<file path="src/rtl/wb_write_arbiter_pkg.sv">
// wb_arb_pkg: shared types and default widths for the register-file
// write-port arbiter.
//   - arbState_t : arbiter FSM state (ST_NORMAL / ST_FORCE)
//   - mduEntry_t : buffered MDU result {writeReg, data} at default widths.
//     The FIFO builds an equivalent struct from its own width parameters.
//   - *_DEF      : default parameter values for the arbiter and its interface
package wb_arb_pkg;

  localparam int DATA_W_DEF       = 32;
  localparam int REG_W_DEF        = 5;
  localparam int FIFO_DEPTH_DEF   = 2;
  localparam int STARVE_LIMIT_DEF = 4;

  typedef enum logic {
    ST_NORMAL = 1'b0,
    ST_FORCE  = 1'b1
  } arbState_t;

  typedef struct packed {
    logic [REG_W_DEF-1:0]  writeReg;
    logic [DATA_W_DEF-1:0] data;
  } mduEntry_t;

endpackage

</file>
<file path="src/rtl/wb_write_arbiter_if.sv">
// wb_write_arbiter_if: bundles the signals between the WriteBack stage, the
// MDU, decode-stage hazard checking and the register-file write port.
//   master : environment side (drives pipe/MDU requests and queryReg)
//   slave  : arbiter side (drives stall, ready, pendingHit, RF write port)
interface wb_write_arbiter_if
  import wb_arb_pkg::*;
#(
  parameter int DATA_W = DATA_W_DEF,
  parameter int REG_W  = REG_W_DEF
);

  // WriteBack stage
  logic              pipeRegWrite;
  logic [REG_W-1:0]  pipeWriteReg;
  logic [DATA_W-1:0] pipeWriteData;
  logic              pipeStall;
  // MDU result handshake
  logic              mduValid;
  logic [REG_W-1:0]  mduWriteReg;
  logic [DATA_W-1:0] mduData;
  logic              mduReady;
  // Decode-stage pending-write query
  logic [REG_W-1:0]  queryReg;
  logic              pendingHit;
  // Register-file write port
  logic              regWrite;
  logic [REG_W-1:0]  writeReg;
  logic [DATA_W-1:0] writeData;

  modport master (
    output pipeRegWrite, pipeWriteReg, pipeWriteData,
    output mduValid, mduWriteReg, mduData, queryReg,
    input  pipeStall, mduReady, pendingHit,
    input  regWrite, writeReg, writeData
  );

  modport slave (
    input  pipeRegWrite, pipeWriteReg, pipeWriteData,
    input  mduValid, mduWriteReg, mduData, queryReg,
    output pipeStall, mduReady, pendingHit,
    output regWrite, writeReg, writeData
  );

endinterface

</file>
<file path="src/rtl/wb_write_arbiter_mdu_fifo.sv">
// wb_mdu_fifo: circular buffer for MDU results awaiting a write-port slot.
// Ports:
//   clk, rst_n            clock, async active-low reset (empties the buffer)
//   push/pushReg/pushData enqueue request (ignored when full)
//   pop                   dequeue request (ignored when empty)
//   full, empty           occupancy flags
//   headReg, headData     oldest entry
//   entryValid/entryReg   per-slot occupancy and destination, for hazard matching
module wb_mdu_fifo #(
  parameter int DEPTH  = 2,
  parameter int DATA_W = 32,
  parameter int REG_W  = 5
) (
  input  logic                        clk,
  input  logic                        rst_n,
  input  logic                        push,
  input  logic [REG_W-1:0]            pushReg,
  input  logic [DATA_W-1:0]           pushData,
  input  logic                        pop,
  output logic                        full,
  output logic                        empty,
  output logic [REG_W-1:0]            headReg,
  output logic [DATA_W-1:0]           headData,
  output logic [DEPTH-1:0]            entryValid,
  output logic [DEPTH-1:0][REG_W-1:0] entryReg
);

  localparam int PTR_W = $clog2(DEPTH);
  localparam int CNT_W = PTR_W + 1;

  typedef struct packed {
    logic [REG_W-1:0]  writeReg;
    logic [DATA_W-1:0] data;
  } entry_t;

  entry_t           mem [DEPTH];
  logic [PTR_W-1:0] wrPtr;
  logic [PTR_W-1:0] rdPtr;
  logic [CNT_W-1:0] count;
  logic             doPush;
  logic             doPop;

  assign full   = (count == CNT_W'(DEPTH));
  assign empty  = (count == '0);
  assign doPush = push && !full;
  assign doPop  = pop && !empty;

  // Pointers wrap naturally because DEPTH is a power of two.
  // NOTE: state uses <= so every flop samples pre-edge values; blocking here
  // would make the result depend on process evaluation order.
  always_ff @(posedge clk or negedge rst_n) begin
    if (!rst_n) begin
      wrPtr <= '0;
      rdPtr <= '0;
      count <= '0;
    end else begin
      if (doPush) wrPtr <= wrPtr + PTR_W'(1);
      if (doPop)  rdPtr <= rdPtr + PTR_W'(1);
      case ({doPush, doPop})
        2'b10:   count <= count + CNT_W'(1);
        2'b01:   count <= count - CNT_W'(1);
        default: ;
      endcase
    end
  end

  // NOTE: storage is deliberately not reset; occupancy comes only from
  // count/rdPtr, so stale slot contents are never observed.
  always_ff @(posedge clk) begin
    if (doPush) mem[wrPtr] <= '{writeReg: pushReg, data: pushData};
  end

  assign headReg  = mem[rdPtr].writeReg;
  assign headData = mem[rdPtr].data;

  // A slot is live when its distance from the read pointer is below count.
  always_comb begin
    logic [PTR_W-1:0] offset;
    // NOTE: every output gets a default before the loop so no latch is inferred.
    entryValid = '0;
    entryReg   = '0;
    offset     = '0;
    for (int i = 0; i < DEPTH; i++) begin
      offset        = PTR_W'(i) - rdPtr;
      entryValid[i] = ({1'b0, offset} < count);
      entryReg[i]   = mem[i].writeReg;
    end
  end

endmodule

</file>
<file path="src/rtl/wb_write_arbiter.sv">
// wb_write_arbiter: shares the register-file write port between the
// WriteBack stage and the MDU. MDU results queue in wb_mdu_fifo and drain
// into idle port cycles; after STARVE_LIMIT pipeline-won cycles with a
// non-empty queue, one FORCE cycle stalls the pipeline and drains the head.
// Ports:
//   clk, rst_n   clock, async active-low reset
//   bus (slave)  pipe/MDU requests, pipeStall, mduReady, pendingHit and the
//                registered write port regWrite/writeReg/writeData
module wb_write_arbiter
  import wb_arb_pkg::*;
#(
  parameter int DATA_W       = DATA_W_DEF,
  parameter int REG_W        = REG_W_DEF,
  parameter int FIFO_DEPTH   = FIFO_DEPTH_DEF,
  parameter int STARVE_LIMIT = STARVE_LIMIT_DEF
) (
  input logic               clk,
  input logic               rst_n,
  wb_write_arbiter_if.slave bus
);

  localparam int STARVE_W = $clog2(STARVE_LIMIT + 1);
  localparam logic [STARVE_W-1:0] STARVE_MAX = STARVE_W'(STARVE_LIMIT);

  arbState_t                       state, stateNext;
  logic [STARVE_W-1:0]             starve, starveNext;
  logic                            grantPipe, grantMdu;
  logic                            pipeWrite, fifoPush;
  logic                            fifoFull, fifoEmpty;
  logic [REG_W-1:0]                headReg;
  logic [DATA_W-1:0]               headData;
  logic [FIFO_DEPTH-1:0]           entryValid;
  logic [FIFO_DEPTH-1:0][REG_W-1:0] entryReg;
  logic                            fifoHit;
  logic                            regWriteQ, outIsMdu;
  logic [REG_W-1:0]                writeRegQ;
  logic [DATA_W-1:0]               writeDataQ;

  // r0 writes vanish: a pipeline r0 write never competes for the port, and an
  // MDU r0 result completes its handshake without being queued.
  assign pipeWrite    = bus.pipeRegWrite && (bus.pipeWriteReg != '0);
  assign bus.mduReady = !fifoFull;
  assign fifoPush     = bus.mduValid && bus.mduReady && (bus.mduWriteReg != '0);

  wb_mdu_fifo #(
    .DEPTH  (FIFO_DEPTH),
    .DATA_W (DATA_W),
    .REG_W  (REG_W)
  ) u_fifo (
    .clk        (clk),
    .rst_n      (rst_n),
    .push       (fifoPush),
    .pushReg    (bus.mduWriteReg),
    .pushData   (bus.mduData),
    .pop        (grantMdu),
    .full       (fifoFull),
    .empty      (fifoEmpty),
    .headReg    (headReg),
    .headData   (headData),
    .entryValid (entryValid),
    .entryReg   (entryReg)
  );

  // FSM state register, with the starvation counter alongside it
  always_ff @(posedge clk or negedge rst_n) begin
    if (!rst_n) begin
      state  <= ST_NORMAL;
      starve <= '0;
    end else begin
      state  <= stateNext;
      starve <= starveNext;
    end
  end

  // FSM next-state and grant decision
  always_comb begin
    stateNext  = state;
    starveNext = starve;
    grantPipe  = 1'b0;
    grantMdu   = 1'b0;
    case (state)
      ST_NORMAL: begin
        if (pipeWrite) begin
          grantPipe = 1'b1;
          if (!fifoEmpty) begin
            if (starve != STARVE_MAX) starveNext = starve + STARVE_W'(1);
            // Switch on the cycle the count reaches the limit, so the stall
            // lands on the following cycle.
            if (starveNext == STARVE_MAX) stateNext = ST_FORCE;
          end
        end else if (!fifoEmpty) begin
          grantMdu   = 1'b1;
          starveNext = '0;
        end
      end
      ST_FORCE: begin
        // Only reachable with a non-empty queue; the guard keeps a pop off an
        // empty buffer regardless.
        grantMdu   = !fifoEmpty;
        starveNext = '0;
        stateNext  = ST_NORMAL;
      end
      default: stateNext = ST_NORMAL;
    endcase
  end

  // FSM outputs: decoded from the state register only
  always_comb begin
    bus.pipeStall = (state == ST_FORCE);
  end

  // Registered write port; outIsMdu marks an MDU write still in flight to
  // the register file so the hazard check covers it.
  always_ff @(posedge clk or negedge rst_n) begin
    if (!rst_n) begin
      regWriteQ  <= 1'b0;
      writeRegQ  <= '0;
      writeDataQ <= '0;
      outIsMdu   <= 1'b0;
    end else if (grantPipe) begin
      regWriteQ  <= 1'b1;
      writeRegQ  <= bus.pipeWriteReg;
      writeDataQ <= bus.pipeWriteData;
      outIsMdu   <= 1'b0;
    end else if (grantMdu) begin
      regWriteQ  <= 1'b1;
      writeRegQ  <= headReg;
      writeDataQ <= headData;
      outIsMdu   <= 1'b1;
    end else begin
      regWriteQ  <= 1'b0;
      outIsMdu   <= 1'b0;
    end
  end

  assign bus.regWrite  = regWriteQ;
  assign bus.writeReg  = writeRegQ;
  assign bus.writeData = writeDataQ;

  always_comb begin
    fifoHit = 1'b0;
    for (int i = 0; i < FIFO_DEPTH; i++) begin
      if (entryValid[i] && (entryReg[i] == bus.queryReg)) fifoHit = 1'b1;
    end
  end

  assign bus.pendingHit = (bus.queryReg != '0) &&
                          (fifoHit || (regWriteQ && outIsMdu && (writeRegQ == bus.queryReg)));

endmodule

</file>
<file path="src/flat_wrapper.sv">
// flat-port wrapper written by rule: the top's interface ports become plain ports
module wb_write_arbiter_flat import wb_arb_pkg::*;
#(
  parameter int DATA_W       = DATA_W_DEF,
  parameter int REG_W        = REG_W_DEF,
  parameter int FIFO_DEPTH   = FIFO_DEPTH_DEF,
  parameter int STARVE_LIMIT = STARVE_LIMIT_DEF
)
  (clk, rst_n, bus_pipeRegWrite, bus_pipeWriteReg, bus_pipeWriteData, bus_mduValid, bus_mduWriteReg, bus_mduData, bus_queryReg, bus_pipeStall, bus_mduReady, bus_pendingHit, bus_regWrite, bus_writeReg, bus_writeData);
  wb_write_arbiter_if #(.DATA_W(DATA_W), .REG_W(REG_W)) bus_i ();
  input logic clk;
  input logic rst_n;
  input wire logic [$bits(bus_i.pipeRegWrite)-1:0] bus_pipeRegWrite;
  input wire logic [$bits(bus_i.pipeWriteReg)-1:0] bus_pipeWriteReg;
  input wire logic [$bits(bus_i.pipeWriteData)-1:0] bus_pipeWriteData;
  input wire logic [$bits(bus_i.mduValid)-1:0] bus_mduValid;
  input wire logic [$bits(bus_i.mduWriteReg)-1:0] bus_mduWriteReg;
  input wire logic [$bits(bus_i.mduData)-1:0] bus_mduData;
  input wire logic [$bits(bus_i.queryReg)-1:0] bus_queryReg;
  output wire logic [$bits(bus_i.pipeStall)-1:0] bus_pipeStall;
  output wire logic [$bits(bus_i.mduReady)-1:0] bus_mduReady;
  output wire logic [$bits(bus_i.pendingHit)-1:0] bus_pendingHit;
  output wire logic [$bits(bus_i.regWrite)-1:0] bus_regWrite;
  output wire logic [$bits(bus_i.writeReg)-1:0] bus_writeReg;
  output wire logic [$bits(bus_i.writeData)-1:0] bus_writeData;
  assign bus_i.pipeRegWrite = bus_pipeRegWrite;
  assign bus_i.pipeWriteReg = bus_pipeWriteReg;
  assign bus_i.pipeWriteData = bus_pipeWriteData;
  assign bus_i.mduValid = bus_mduValid;
  assign bus_i.mduWriteReg = bus_mduWriteReg;
  assign bus_i.mduData = bus_mduData;
  assign bus_i.queryReg = bus_queryReg;
  assign bus_pipeStall = bus_i.pipeStall;
  assign bus_mduReady = bus_i.mduReady;
  assign bus_pendingHit = bus_i.pendingHit;
  assign bus_regWrite = bus_i.regWrite;
  assign bus_writeReg = bus_i.writeReg;
  assign bus_writeData = bus_i.writeData;
  wb_write_arbiter #(.DATA_W(DATA_W), .REG_W(REG_W), .FIFO_DEPTH(FIFO_DEPTH), .STARVE_LIMIT(STARVE_LIMIT)) u_core (.clk(clk), .rst_n(rst_n), .bus(bus_i));
endmodule
</file>
<file path="config.mk">
export PLATFORM = sky130hd
export DESIGN_NAME = wb_write_arbiter_flat
export DESIGN_NICKNAME = d
export VERILOG_FILES = /design/src/rtl/wb_write_arbiter_pkg.sv /design/src/rtl/wb_write_arbiter_if.sv /design/src/rtl/wb_write_arbiter_mdu_fifo.sv /design/src/rtl/wb_write_arbiter.sv /design/src/flat_wrapper.sv
export SDC_FILE = /design/constraint.sdc
export NUM_CORES = 1
export LEC_CHECK = 0
export CORE_MARGIN = 2
export CORE_UTILIZATION = 49
export DETAILED_ROUTE_END_ITERATION = 6
export PLACE_DENSITY = 0.79
export SYNTH_ARGS = -nofsm -noshare
export SYNTH_HDL_FRONTEND = slang
export SYNTH_SLANG_ARGS = --single-unit
</file>
<file path="constraint.sdc">
create_clock -name clk -period 3.7 [get_ports clk]
set_clock_uncertainty 0.05 [all_clocks]
set_input_delay 0.74 -clock clk [delete_from_list [all_inputs] [get_ports clk]]
set_output_delay 0.74 -clock clk [all_outputs]
set_load 0.02 [all_outputs]
</file>
After elaboration in Yosys (flattened, before gate mapping)
Memory sizes are Yosys's and may differ from the RTL's.
Cells that the tools add are included.
{"block": "op_classes", "addsub": 7, "magnitude_cmp": 2, "n_eq_ne": 9, "n_mux": 29, "n_bitwise": 1, "n_reduce_logical": 19}
{"op": "32-bit two-way mux", "count": 2}
{"op": "3-bit two-way mux", "count": 7}
{"op": "5-bit equality test", "count": 3}
{"op": "5-bit nonzero test", "count": 3}
{"op": "1-bit two-way mux", "count": 14}
{"op": "1-bit logical AND", "count": 10}
{"op": "5-bit two-way mux", "count": 2}
{"op": "3-bit case mux with 2 select lines", "count": 1}
{"op": "2-bit equality test, second input constant", "count": 2}
{"op": "1-bit by 2-bit less-than comparator with 1-bit output", "count": 2}
{"op": "1-bit case mux with 2 select lines", "count": 2}
{"op": "2-bit case mux with 2 select lines", "count": 1}
{"op": "2-bit nonzero test", "count": 2}
{"op": "3-bit by 1-bit adder with 3-bit output, second input constant", "count": 1}
{"op": "3-bit equality test, second input constant", "count": 1}
{"op": "3-bit != test, second input constant", "count": 1}
{"op": "1-bit adder, second input constant", "count": 2}
{"op": "2-bit by 1-bit adder with 2-bit output, second input constant", "count": 1}
{"op": "2-bit by 1-bit equality test with 1-bit output, second input constant", "count": 1}
{"op": "1-bit zero test", "count": 2}
{"op": "2-bit zero test", "count": 1}
{"op": "2-bit != test, second input constant", "count": 1}
{"op": "1-bit subtractor, first input constant", "count": 2}
{"op": "2-bit by 1-bit subtractor with 2-bit output, second input constant", "count": 1}
{"op": "2 further kinds", "count": 2}
{"block": "totals", "reg_bits": 47, "ramBits": 74, "input_bits": 83, "word_cells": 77, "mem_count": 1}
{"memory": "u_core.u_fifo.mem", "words": 2, "width": 37, "read_ports": 3, "rd_clocked_by_memory_dff": 0, "wr": 1, "line_no": "wb_write_arbiter_mdu_fifo.sv:36", "source": "entry_t mem [DEPTH];"}

Logic depth before layout (Yosys ltp)
{"block": "depth", "depth_word": 10, "depth_mapped": 8, "ltp_nobuf": 7}

Hierarchy
Synthesis repeated with hierarchy kept, for this count alone.
{"block": "unflattened", "cells_unflattened": 365, "area_unflattened_um2": 5206.2}
{"mod": "wb_mdu_fifo", "instances": 1, "cells_each": 146, "area_each_um2": 2991.6}
{"mod": "wb_write_arbiter", "instances": 1, "cells_each": 219, "area_each_um2": 2214.6}

Worst setup path before layout
No wires, ideal clock.
{"block": "synth_timing", "kind": "in2reg", "from": "input bus_mduWriteReg[3]", "to": "memory u_core.u_fifo.mem[0][0] (netlist bit) (enable)", "setup_time_ps": 431, "arrival_time_ps": 2575, "setup_slack_ps": 644, "path_stages": 3, "cell_sequence": "or4_1 > o211ai_1 > nor2_1"}
{"block": "synth_between", "elab_chain_len": 5}
{"element": "start, declared", "line_no": "flat_wrapper.sv:17", "source": "input wire logic [$bits(bus_i.mduWriteReg)-1:0] bus_mduWriteReg;"}
{"element": "5-bit nonzero test", "line_no": "wb_write_arbiter.sv:43", "source": "assign fifoPush = bus.mduValid && bus.mduReady && (bus.mduWriteReg != '0);"}
{"element": "1-bit logical AND", "line_no": "wb_write_arbiter.sv:43"}
{"element": "1-bit logical AND", "line_no": "wb_write_arbiter_mdu_fifo.sv:45", "source": "assign doPush = push && !full;"}
{"element": "1-bit two-way mux", "line_no": "wb_write_arbiter_mdu_fifo.sv:70", "source": "if (doPush) mem[wrPtr] <= '{writeReg: pushReg, data: pushData};"}
{"element": "1-bit two-way mux (implied by the code)", "line_no": "wb_write_arbiter_mdu_fifo.sv:70"}
{"element": "end, declared", "line_no": "wb_write_arbiter_mdu_fifo.sv:36"}
No other way between the ends.

Worst setup path after layout
{"block": "layout_timing", "from": "input bus_queryReg[3]", "to": "output bus_pendingHit"}
{"block": "layout_between", "elab_chain_len": 6}
{"element": "start, declared", "line_no": "flat_wrapper.sv:19", "source": "input wire logic [$bits(bus_i.queryReg)-1:0] bus_queryReg;"}
{"element": "5-bit equality test", "line_no": "wb_write_arbiter.sv:143", "source": "if (entryValid[i] && (entryReg[i] == bus.queryReg)) fifoHit = 1'b1;"}
{"element": "1-bit logical AND", "line_no": "wb_write_arbiter.sv:143"}
{"element": "1-bit two-way mux (2 in a row)", "line_no": "wb_write_arbiter.sv:143"}
{"element": "1-bit logical OR", "line_no": "wb_write_arbiter.sv:148", "source": "(fifoHit || (regWriteQ && outIsMdu && (writeRegQ == bus.queryReg)));"}
{"element": "1-bit logical AND (*)", "line_no": "wb_write_arbiter.sv:147", "source": "assign bus.pendingHit = (bus.queryReg != '0) &&"}
{"element": "end, declared", "line_no": "flat_wrapper.sv:22", "source": "output wire logic [$bits(bus_i.pendingHit)-1:0] bus_pendingHit;"}
Every way passes the cells marked *; elsewhere a longest branch is shown, timed or not.

==> reports/metrics.cfg <==
[run]
maxCapViolations = 0

[sta]
max_freq_ghz = 0.293
slew_viol_final = 0
tightest_slew_ns = 1.12
layout_worst_path_cycle_share = 0.923
hold_viol = 0
rsz0062_at_grt = no
fin_hold_ws_ns = 0.415
finalSetupTns_ns = 0
slew_headroom = 0.248
setup_viol = 0
period_minus_slack_ns = 3.41

[die]
die_area_um2 = 11100
rows = 37
coreArea_um2 = 10100
initial_core_util = 0.497
io_pins = 124
die_width_um = 105
die_h_um = 105

[grt]
met1_usage = 0.247
globalRouteMet2Util = 0.346
grt_pass1_wl_um = 17600
grtUsageMet3 = 0.0612
top_usage_layer = met2
antenna_found_initial = 0
grt_pass1_vias = 3674
grt.total_usage = 0.206
grt_max_degree = 48
globalRouteOverflowTotal = 0

[power]
p_leak_nw = 2.72
power_density_nw_per_um2 = 805
ir_drop_v = 0.000409

[clock_network]
clk_latency_ns = 0.51
ctsHoldBuffers = 0
cts_setup_buffers = 0
cts_tree = done
clock-sinks = 121
clockBufferDepth = 2
htreeDepth = 4
path_clk_slew_ns = 0.05
cts_buffers = 17
cts-root-buf = clkbuf_8
ctsResizeCount = 0

[worst_setup_path]
crit_start = bus_queryReg[3]
crit_path_frequent_cell = clkdlybuf4s50_1
worst-r2r-setup-slack_ns = 1.34
crit_path_max_fanout = 4
r2r_start = u_core.u_fifo.count[0]
worstSetupStartpointType = input port
endpoint = bus_pendingHit
cp_slowest_cell = clkdlybuf4s50_1
worstPathArrival_ns = 2.62
critical_path_required_ns = 2.91
cp-end-kind = primary output
reg2reg_to = u_core.u_fifo.mem[1][11]
slowest_delay_ns = 0.63
r2r_cells = 3
path_class = input port to primary output
path_cells = clkdlybuf4s50_1, xor2_1, nor4_1, nand3_1, o21ai_0, clkdlybuf4s50_1

[yosys]
synthTopCellsByCount = edfxtp_1 (74), dfrtp_1 (47), nor2_1 (47)
synth_edf_count = 74
synth_top_area_frac = 0.441
avgSynthCellArea_um2 = 12.6
seq_area_frac_synth = 0.674
syn_inst = 400
yosysMostFrequentCell = edfxtp_1
synthTopCellsByArea = edfxtp_1 (44%), dfrtp_1 (23%), mux2i_1 (7.3%), a21oi_1 (3.9%), nor2_1 (3.5%)
yosys.cell_types.count = 38
syn_area_um2 = 5040
ys_ff_latch = 121
syn_nets = 486
synthArstFlopShare = 0.388
yosysWarnings = 0
synth_top_cell_by_area = edfxtp_1
synth-main-ff-cell = edfxtp_1

[cells_and_area]
syn_to_final_growth_pct = 38.3
register_area_um2 = 3400
multi_input_area_um2 = 1520
antennaDiodeCount = 0
fillers = 754
fin_nets = 611
drive_gt1_frac = 0.0801
stdcell_area_um2 = 6980
stdcell_count = 673

[detailed_routing]
dr.pass1.iters = 4
drt_iter0_drc = 168
wirelength_um = 10900
postRouteAntennaNets = 0
route.detailed.drc = 0
via_per_inst = 5.17
via_count = 3477
avgRoutedWirePerCell_um = 16.3

[placed_design]
portBuffers = 123
gp_congestion = 0.845
hpwlAfterDp_um = 7200
dp.cells = 642
place_area_um2 = 6370

[worst_hold_path]
hold_class = input port to asynchronous set/reset pin

[status]
status = finished clean

state kept, by name (all words and copies together) (netlist names), 2 cells and up:
name / count
u_core.u_fifo.mem: 74
u_core.bus.writeReg: 5
u_core.u_fifo.count: 2
u_core.starve: 3
u_core.bus.writeData: 32
how the worst min path moves through the flow:
stage | end | from | depth (start not counted) | slack, ns
after floorplan | u_core.bus.pipeStall | rst_n | 0 | 0.39
after global placement | u_core.bus.writeData[24] | u_core.bus.writeData[24] | 2 | 0.47
after detailed placement | u_core.bus.writeData[19] | u_core.bus.writeData[19] | 2 | 0.48
after CTS | u_core.bus.writeReg[4] | rst_n | 1 | 0.43
after global routing | u_core.bus.writeReg[4] | rst_n | 1 | 0.49
final | u_core.outIsMdu | rst_n | 1 | 0.42
logic make-up after synthesis:
group | Yosys count | synth area share
simple gates | 104 | 0.0861
mux | 38 | 0.0757
fa+ha+maj | 3 | 0.00744
flops | 121 | 0.674
xor+xnor | 20 | 0.0347
buf+inv | 26 | 0.0298
compound gates | 88 | 0.0923
metal layers:
layer | share of wire | vias to the layer above
li1 | - | 1676
met1 | 0.43 | 1683
met2 | 0.51 | 105
met3 | 0.054 | 13
met4 | 0.014 | 0
met5 | 0 | -
critical path: cells and delay by family:
kind | cells | cell delay (ns)
buffers and inverters | 2 | 1.15
AND/OR/NAND/NOR | 2 | 0.43
XOR/XNOR | 1 | 0.21
AO/OA/AOI/OAI | 1 | 0.10
power by group:
part | total, mW | internal, mW | switching, mW
Sequential | 2.08 | 1.86 | 0.221
Combinational | 1.85 | 0.812 | 1.04
Clock | 1.68 | 1.14 | 0.544
Total | 5.62 | 3.81 | 1.81
metrics by stage:
stage               worst slack, ns  power, mW   util
finish                        0.285       5.62  0.688
global route                  0.184       5.92  0.688
global placement              0.357       3.89  0.628
CTS                           0.264       5.67  0.688
floorplan                     0.644       3.24      -
detailed placement            0.266       3.97  0.628
placed cells by master, fill, tap and decap left out, drive strengths merged, types with 2 or more instances in the layout:
master / instances
or4: 2
nand4: 2
nor4: 2
edfxtp: 74
inv: 4
o21ai: 39
dfrtp: 47
ha: 3
a21oi: 40
clkdlybuf4s50: 122
clkinv: 3
bufinv: 4
nor2: 48
xnor2: 15
xor2: 5
nand2: 42
clkbuf: 23
o22ai: 2
mux2i: 37
buf: 6
layout make-up:
class | count | area share
sequential | 121 | 0.487
multi-input combinational | 253 | 0.218
timing repair buffer | 128 | 0.181
clock buffer | 23 | 0.0669
tap | 136 | 0.0244
clock inverter | 8 | 0.0204
inverter | 4 | 0.00215
Power figures use the tool's default switching activity.
